### config.mk
export PLATFORM = sky130hd
export DESIGN_NAME = phase_word_receiver
export DESIGN_NICKNAME = d
export VERILOG_FILES = /design/src/rtl/nco_link_pkg.sv /design/src/rtl/chunk_deser.sv /design/src/rtl/phase_word_receiver.sv
export SDC_FILE = /design/constraint.sdc
export NUM_CORES = 1
export LEC_CHECK = 0
export ABC_AREA = 1
export CAP_MARGIN = 20
export CORE_MARGIN = 3
export CORE_UTILIZATION = 32
export CTS_BUF_LIST = sky130_fd_sc_hd__clkbuf_16
export CTS_CLUSTER_SIZE = 16
export DETAILED_ROUTE_END_ITERATION = 16
export PLACE_DENSITY = 0.56
export SYNTH_ARGS = -nofsm -noshare
export SYNTH_HDL_FRONTEND = slang
export SYNTH_HIERARCHICAL = 1
export SYNTH_SLANG_ARGS = --single-unit
### constraint.sdc
create_clock -name clk -period 2.7 [get_ports clk]
set_input_delay 0.405 -clock clk [delete_from_list [all_inputs] [get_ports clk]]
set_output_delay 0.405 -clock clk [all_outputs]
set_load 0.01 [all_outputs]
### src/rtl/nco_link_pkg.sv
// nco_link_pkg: constants and receiver state type shared by the phase-address link endpoints
package nco_link_pkg;
  localparam int CW = 2;
  localparam int NCHUNK = 6;
  localparam int AW = CW * NCHUNK;
  localparam int FRAME_LEN = NCHUNK + 1;
  localparam int SLOTW = $clog2(NCHUNK);
  typedef enum logic [1:0] {IDLE, SHIFT, EXPECT} rx_state_t;
endpackage

### src/rtl/chunk_deser.sv
// chunk_deser: slot-indexed chunk capture; word presents the full address combinationally in the last slot
module chunk_deser
  import nco_link_pkg::*;
(
  input  logic          clk,
  input  logic          En,
  input  logic          start,
  input  logic          shift,
  input  logic [CW-1:0] din,
  output logic [AW-1:0] word,
  output logic          done
);
  logic [SLOTW-1:0] slot_q, slot_d;
  logic [AW-CW-1:0] sr_q, sr_d;
  always_comb begin
    done = shift && slot_q == SLOTW'(NCHUNK - 1);
    slot_d = (start || done) ? '0 : shift ? SLOTW'(slot_q + 1'b1) : slot_q;
    sr_d = start ? '0 : sr_q;
    if (shift && !done) sr_d[CW*slot_q +: CW] = din;
    word = {din, sr_q};
  end
  always_ff @(posedge clk)
    if (!En) begin
      slot_q <= '0;
      sr_q <= '0;
    end else begin
      slot_q <= slot_d;
      sr_q <= sr_d;
    end
endmodule

### src/rtl/phase_word_receiver.sv
// phase_word_receiver: frames the 2-bit serial phase link, pairs each address with its sign, counts framing errors
module phase_word_receiver
  import nco_link_pkg::*;
#(
  parameter int ERRW = 8
) (
  input  logic            clk,
  input  logic            En,
  input  logic            Vld,
  input  logic [CW-1:0]   Ain,
  input  logic            ISin,
  output logic            Dvld,
  output logic [AW-1:0]   Addr,
  output logic            Sign,
  output logic            FrmErr,
  output logic [ERRW-1:0] ErrCnt
);
  rx_state_t state_q, state_d;
  logic pend_q, pend_d, dvld_q, dvld_d, sign_q, sign_d, frm_err_q, frm_err_d;
  logic [AW-1:0] addr_q, addr_d, word;
  logic [ERRW-1:0] err_cnt_q, err_cnt_d;
  logic shift, done, err;
  chunk_deser u_deser (
    .clk(clk), .En(En), .start(Vld), .shift(shift), .din(Ain), .word(word), .done(done)
  );
  always_comb begin
    shift = state_q == SHIFT && !Vld;
    err = Vld ? state_q == SHIFT : state_q == EXPECT;
    state_d = Vld ? SHIFT : state_q == EXPECT ? IDLE : done ? EXPECT : state_q;
    pend_d = Vld ? ISin : pend_q;
    dvld_d = done;
    addr_d = done ? word : addr_q;
    sign_d = done ? pend_q : sign_q;
    frm_err_d = err;
    err_cnt_d = (err && err_cnt_q != '1) ? ERRW'(err_cnt_q + 1'b1) : err_cnt_q;
  end
  always_ff @(posedge clk)
    if (!En) begin
      state_q <= IDLE;
      pend_q <= 1'b0;
      dvld_q <= 1'b0;
      addr_q <= '0;
      sign_q <= 1'b0;
      frm_err_q <= 1'b0;
      err_cnt_q <= '0;
    end else begin
      state_q <= state_d;
      pend_q <= pend_d;
      dvld_q <= dvld_d;
      addr_q <= addr_d;
      sign_q <= sign_d;
      frm_err_q <= frm_err_d;
      err_cnt_q <= err_cnt_d;
    end
  assign Dvld = dvld_q;
  assign Addr = addr_q;
  assign Sign = sign_q;
  assign FrmErr = frm_err_q;
  assign ErrCnt = err_cnt_q;
endmodule

# Word-level counts from Yosys, hierarchy flattened
# Cells that the tools add are included.
[classes] n_mux=7 eq_ne=4 n_bitwise=1 reduce_logical=10 add_sub_neg=3 n_shift=2
[op_table] op="negator 4 -> 34 bit" count=1
[op_table] op="variable shift 2 x 34 -> 10 bit (first input constant)" count=1
[op_table] op="indexed part select 2 x 34 -> 10 bit" count=1
[op_table] op="2-to-1 mux 10 bit" count=2
[op_table] op="bitwise mux 10 bit" count=1
[op_table] op="adder 8 x 1 -> 8 bit (second input constant)" count=1
[op_table] op="!= test 8 bit (second input constant)" count=1
[op_table] op="logical AND 1 bit" count=4
[op_table] op="2-to-1 mux 1 bit" count=4
[op_table] op="adder 3 x 1 -> 3 bit (second input constant)" count=1
[op_table] op="== test 3 bit (second input constant)" count=1
[op_table] op="nonzero test 3 bit" count=1
[op_table] op="OR reduction 3 bit" count=1
[op_table] op="== test 2 x 1 -> 1 bit (second input constant)" count=1
[op_table] op="== test 2 bit (second input constant)" count=1
[op_table] op="logical NOT 1 bit" count=2
[op_table] op="OR reduction 2 bit" count=1
[op_table] op="logical OR 1 bit" count=1
[op_table] op="inverter 1 bit" count=1
[word_totals] out_inout_bits=23 elab_cells=37 input_bits=6 reg_bits=39

# Logic depth before layout (Yosys ltp)
[depth] word_depth=6 depth_mapped=10 ltp_nobuf=10

# Hierarchy
# The synthesis kept the hierarchy.
[modules_own_cells] mod="phase_word_receiver" seq_area_each_um2=520.5 cells_per_inst=148 area_each_um2=1107.3 instances=1
[modules_own_cells] mod="chunk_deser" seq_area_each_um2=260.2 cells_per_inst=124 area_each_um2=813.3 instances=1

# Worst setup path after synthesis
# OpenSTA, ideal clock, no wires.
[synth_timing] kind="register to register" from="register u_deser.slot_q[0]" to="register u_deser.sr_q[0]" path_slack_ps=948 required_ps=2583 n_path_buf=0 synth_period_minus_slack_ps=1752 path_stages_with_launch=10 setup_time_ps=117 arrival_time_ps=1635 path_cell_list="dfxtp_1 inv_1 ha_1 ha_1 inv_1 nand2_1 nor2_1 nand2_1 o21ai_0 nor2_1"
[synth_between] elab_chain_cells=5 word_cells_on_any_way=9 cone_classes="add/sub: 1; eq/ne: 1; shift: 2; mux: 2; reduce/logical: 3"
[synth_rtl] element="start, declared" line_no="chunk_deser.sv:13" source="logic [SLOTW-1:0] slot_q, slot_d;"
[synth_rtl] element="start signal, assigned" line_no="chunk_deser.sv:27" source="slot_q <= slot_d;"
[synth_rtl] element="branches (longest 4 deep; another with negator 4 -> 34 bit)"
[synth_rtl] element="2-to-1 mux 10 bit *" line_no="chunk_deser.sv:19" source="if (shift && !done) sr_d[CW*slot_q +: CW] = din;"
[synth_rtl] element="end signal, assigned" line_no="chunk_deser.sv:28" source="sr_q <= sr_d;"
[synth_rtl] element="end, declared" line_no="chunk_deser.sv:14" source="logic [AW-CW-1:0] sr_q, sr_d;"
# Mark *: on every way between the ends.
# A chain may end at the register's enable or synchronous reset.

# Worst setup path after layout
# Ends and elaborated chain as after synthesis.

==> results by stage <==
Run:
- The number of maximum-capacitance violations is 0.

GRT:
- The number of antenna violations at the first check in global routing is 0.
- The largest net degree at the start of global routing is 15.
- The global-route wire length before repair is 6970 µm.
- The overall routing resource usage is between 10% and 20%.
- The via count of the first global-routing pass is around 1,500.
- After global routing the overflow that remains totals 0.

Worst setup path:
- The critical path start-end classification is reg -> reg.
- The kind of cell with the highest combined delay on the critical path is adder cells.
- The largest individual stage delay along the critical path comes from the cell sky130_fd_sc_hd__ha_1.
- The length in cells of the worst reg-to-reg path is 10.
- STA classifies the critical path endpoint as a flip-flop.
- The arrival time reported for the critical path endpoint is about 2.1 ns.
- The launching element type of the critical path is a flip-flop.
- The data required time of the critical path is about 2.9 ns.
- The largest single stage delay on the critical path is 0.35 ns.
- The number of cells on the critical path is 10.
- The peak fanout along the critical path is 8.
- Counting both buffers and inverters, the worst setup path holds a total of 3.
- The critical path goes through buf_4, inv_1, ha_1, ha_1, inv_1, nand2_1, nor2_1, nand2_1, o21ai_0, nor2_1.

Placed design:
- The detailed placer's ending HPWL is a little under 3000 µm.
- The number of buffers added on ports is 28.
- The placement-stage worst setup slack is around 0.54 ns.
- The routability congestion estimate is around 0.78.

Clock network:
- The library cell used as clock root buffer is sky130_fd_sc_hd__clkbuf_16.
- Hold repair after CTS inserted 0 buffers.
- The count of H-tree levels built during CTS is 2.
- Clock tree synthesis inserted a total of 5 buffers.
- The insertion delay to the later sink of the worst-skew pair is ~0.28 ns.
- The TritonCTS clock tree is yes.
- Buffers added to address setup during post-CTS repair amount to 0.
- The clock passes through at most 2 buffers.
- Once the clock tree was built, the resizer swapped 0 gates to a different size.
- Clock-pin slew was measured on the worst setup and hold paths at around 0.050 ns.
- For this design, the sink count on the clock tree is 39.

Yosys:
- During synthesis, Yosys emitted a total of 6 warnings.
- The netlist uses 29 different library cells.
- Synthesis inferred 39 register bits.
- The mean instance size in the synthesized netlist is around 7.1 µm².
- Synthesis handed over a netlist of 272 instances.
- The proportion of synthesized flip-flops having asynchronous set or reset is 0%.
- For this run, the leading register cell type out of synthesis is sky130_fd_sc_hd__dfxtp_1.
- After synthesis the cells add up to between 1500 and 2000 µm².
- The sequential fraction of the synthesis area is about 41%.
- The number of synthesized flops with an enable pin is 0.
- The post-synthesis net count is between 200 and 300.

Floorplanning:
- From bottom edge to top edge, the die measures 83.5 µm.
- The cell row count is 27.
- The horizontal extent of the die is roughly 83 µm.
- The full die area is between 6000 and 7000 µm².
- The region available for standard cell placement spans around 5600 µm².
- The count of boundary I/O pins is 29.
- For this configuration, the core starts out at a cell density of roughly a third.

Detailed routing:
- The first routing iteration left slightly above 80 violations.
- The detailed-route vias per instance is approximately 4.4.
- The DRC violation count after routing is 0.
- The vias after detailed routing is 1,667.
- The number of nets still failing antenna checks after routing is 0.
- The number of optimization iterations in the first detailed-route pass is 4.
- Wires add up to ~4000 µm.
- The detail-routed net length per standard cell is 10.5 µm.

STA:
- The final period demand of the worst path is between 1.5 and 2 ns.
- The number of setup violations in the final report is 0.
- The final worst setup slack is 0.779 ns.
- In the final timing run, aggregate negative setup slack is 0 ns.
- The total count of max-transition violations in the final report is 0.
- The relative slew slack is 71.9%.
- Setup repair after global routing left no endpoint under its margin.
- The maximum frequency from static timing analysis is about 0.52 GHz.
- The fraction of the cycle the final worst path needs is a little under three quarters.
- The number of hold violations in the final report was 0.
- The post-route clock skew is about 0.005 ns.
- The slew of the pin with the lowest slew margin is around 0.42 ns.

Power and ir drop:
- The power per unit of standard cell area is 508 nW/µm².
- The worst IR drop on VDD is roughly 0.00023 V.
- The leakage power is between 1 and 1.5 nW.

Worst hold path:
- The worst hold path was traced through 2 stages.
- The worst hold path belongs to the class reg -> reg.

Layout:
- The antenna cell count is 0.
- Relative to the synthesized area, the layout overhead comes to 25.5%.
- The leading cell type in the layout, fill and taps excluded is sky130_fd_sc_hd__nor2_1.
- The final net count is approximately 320.
- The top cell types in the final layout, fill and taps aside, are 69 x sky130_fd_sc_hd__nor2_1, 62 x sky130_fd_sc_hd__nand2_1, 39 x sky130_fd_sc_hd__dfxtp_1.
- The fraction of layout instances using a drive strength above 1 is 8.85%.

Status:
- The run finished with clean final reports.
## metrics by stage
stage	hold WS, ns	total power, mW	cell area, µm²	utilization, %	instances
after floorplan	0.450	0.652	1920	-	272
after global placement	0.469	0.679	2270	40.3	369
after detailed placement	0.470	0.679	2270	40.3	369
after CTS	0.486	1.24	2410	42.7	377
after global routing	0.510	1.28	2410	42.7	377
final	0.486	1.22	2410	42.7	377
## cell usage after synthesis, types with 2 or more instances
cell type / number / area [µm²]
sky130_fd_sc_hd__nor2_1: 69 / 259
sky130_fd_sc_hd__nand2_1: 62 / 233
sky130_fd_sc_hd__dfxtp_1: 39 / 781
sky130_fd_sc_hd__inv_1: 23 / 86.3
sky130_fd_sc_hd__o21ai_0: 18 / 90.1
sky130_fd_sc_hd__nand3_1: 14 / 70.1
sky130_fd_sc_hd__ha_1: 8 / 100
sky130_fd_sc_hd__a21oi_1: 5 / 25.0
sky130_fd_sc_hd__nand3_2: 4 / 40.0
sky130_fd_sc_hd__nand2_4: 3 / 33.8
sky130_fd_sc_hd__buf_2: 2 / 10.0
sky130_fd_sc_hd__buf_4: 2 / 15.0
sky130_fd_sc_hd__clkbuf_1: 2 / 7.51
sky130_fd_sc_hd__inv_2: 2 / 7.51
sky130_fd_sc_hd__nand2_2: 2 / 12.5
sky130_fd_sc_hd__nand3b_1: 2 / 15.0
sky130_fd_sc_hd__nor2_4: 2 / 22.5
sky130_fd_sc_hd__nor3_1: 2 / 10.0
## cell families after synthesis
group                    share of synthesized area [%]
AND/OR/NAND/NOR                                   36.5
flip-flops                                        40.7
buffers and inverters                             8.21
AO/OA/AOI/OAI                                     8.47
adder cells (fa/ha/maj)                           5.21
XOR/XNOR                                         0.912
## where the power goes
part | switching [mW] | internal (mW) | total, mW
combinational | 0.0474 | 0.0303 | 0.0776
sequential | 0.00597 | 0.583 | 0.589
clock | 0.223 | 0.335 | 0.558
total | 0.276 | 0.948 | 1.22
## worst reg2reg max path: cells and delay by family (launching register included)
family / cells / cell delay [ns]
adders and majority gates: 2 / 0.62
AOI/OAI and AO/OA: 1 / 0.15
buffers and inverters: 3 / 0.36
DFF: 1 / 0.30
and+or+nand+nor: 4 / 0.39
## registers in the layout (all words and copies together), names as in the netlist
signal / cells
Addr: 12
u_deser/sr_q: 10
ErrCnt: 8
u_deser/slot_q: 3
state_q: 2
Dvld: 1
FrmErr: 1
Sign: 1
pend_q: 1
## cell type report
type / instances / area (µm²)
Fill cell: 586 / 3230
Sequential cell: 39 / 781
Inverter: 26 / 100
Clock buffer: 5 / 125
Tap cell: 72 / 90.1
Clock inverter: 3 / 15.0
Multi-Input combinational cell: 199 / 982
Timing Repair Buffer: 33 / 318
## path summary, 6_finish.rpt
path / startpoint / slack, ns / to
setup / recovery: u_deser/slot_q[0]$_SDFFE_PP0P_ / 0.78 / u_deser/sr_q[0]$_SDFF_PN0_
hold / removal: u_deser/sr_q[4]$_SDFF_PN0_ / 0.49 / Addr[4]$_SDFFE_PN0P_
setup reg to reg: u_deser/slot_q[0]$_SDFFE_PP0P_ / 0.78 / u_deser/sr_q[0]$_SDFF_PN0_
hold reg to reg: u_deser/sr_q[4]$_SDFF_PN0_ / 0.49 / Addr[4]$_SDFFE_PN0P_
## layer usage
| layer | up-vias | part of all wire, % | track usage, % |
|---|---|---|---|
| li1 | 916 | - | - |
| met1 | 715 | 48 | 15.5 |
| met2 | 32 | 46 | 19.5 |
| met3 | 4 | 5.4 | 3.55 |
| met4 | 0 | 1.2 | 4.39 |
| met5 | - | 0 | 0 |
(Power assumes the default switching activity.)
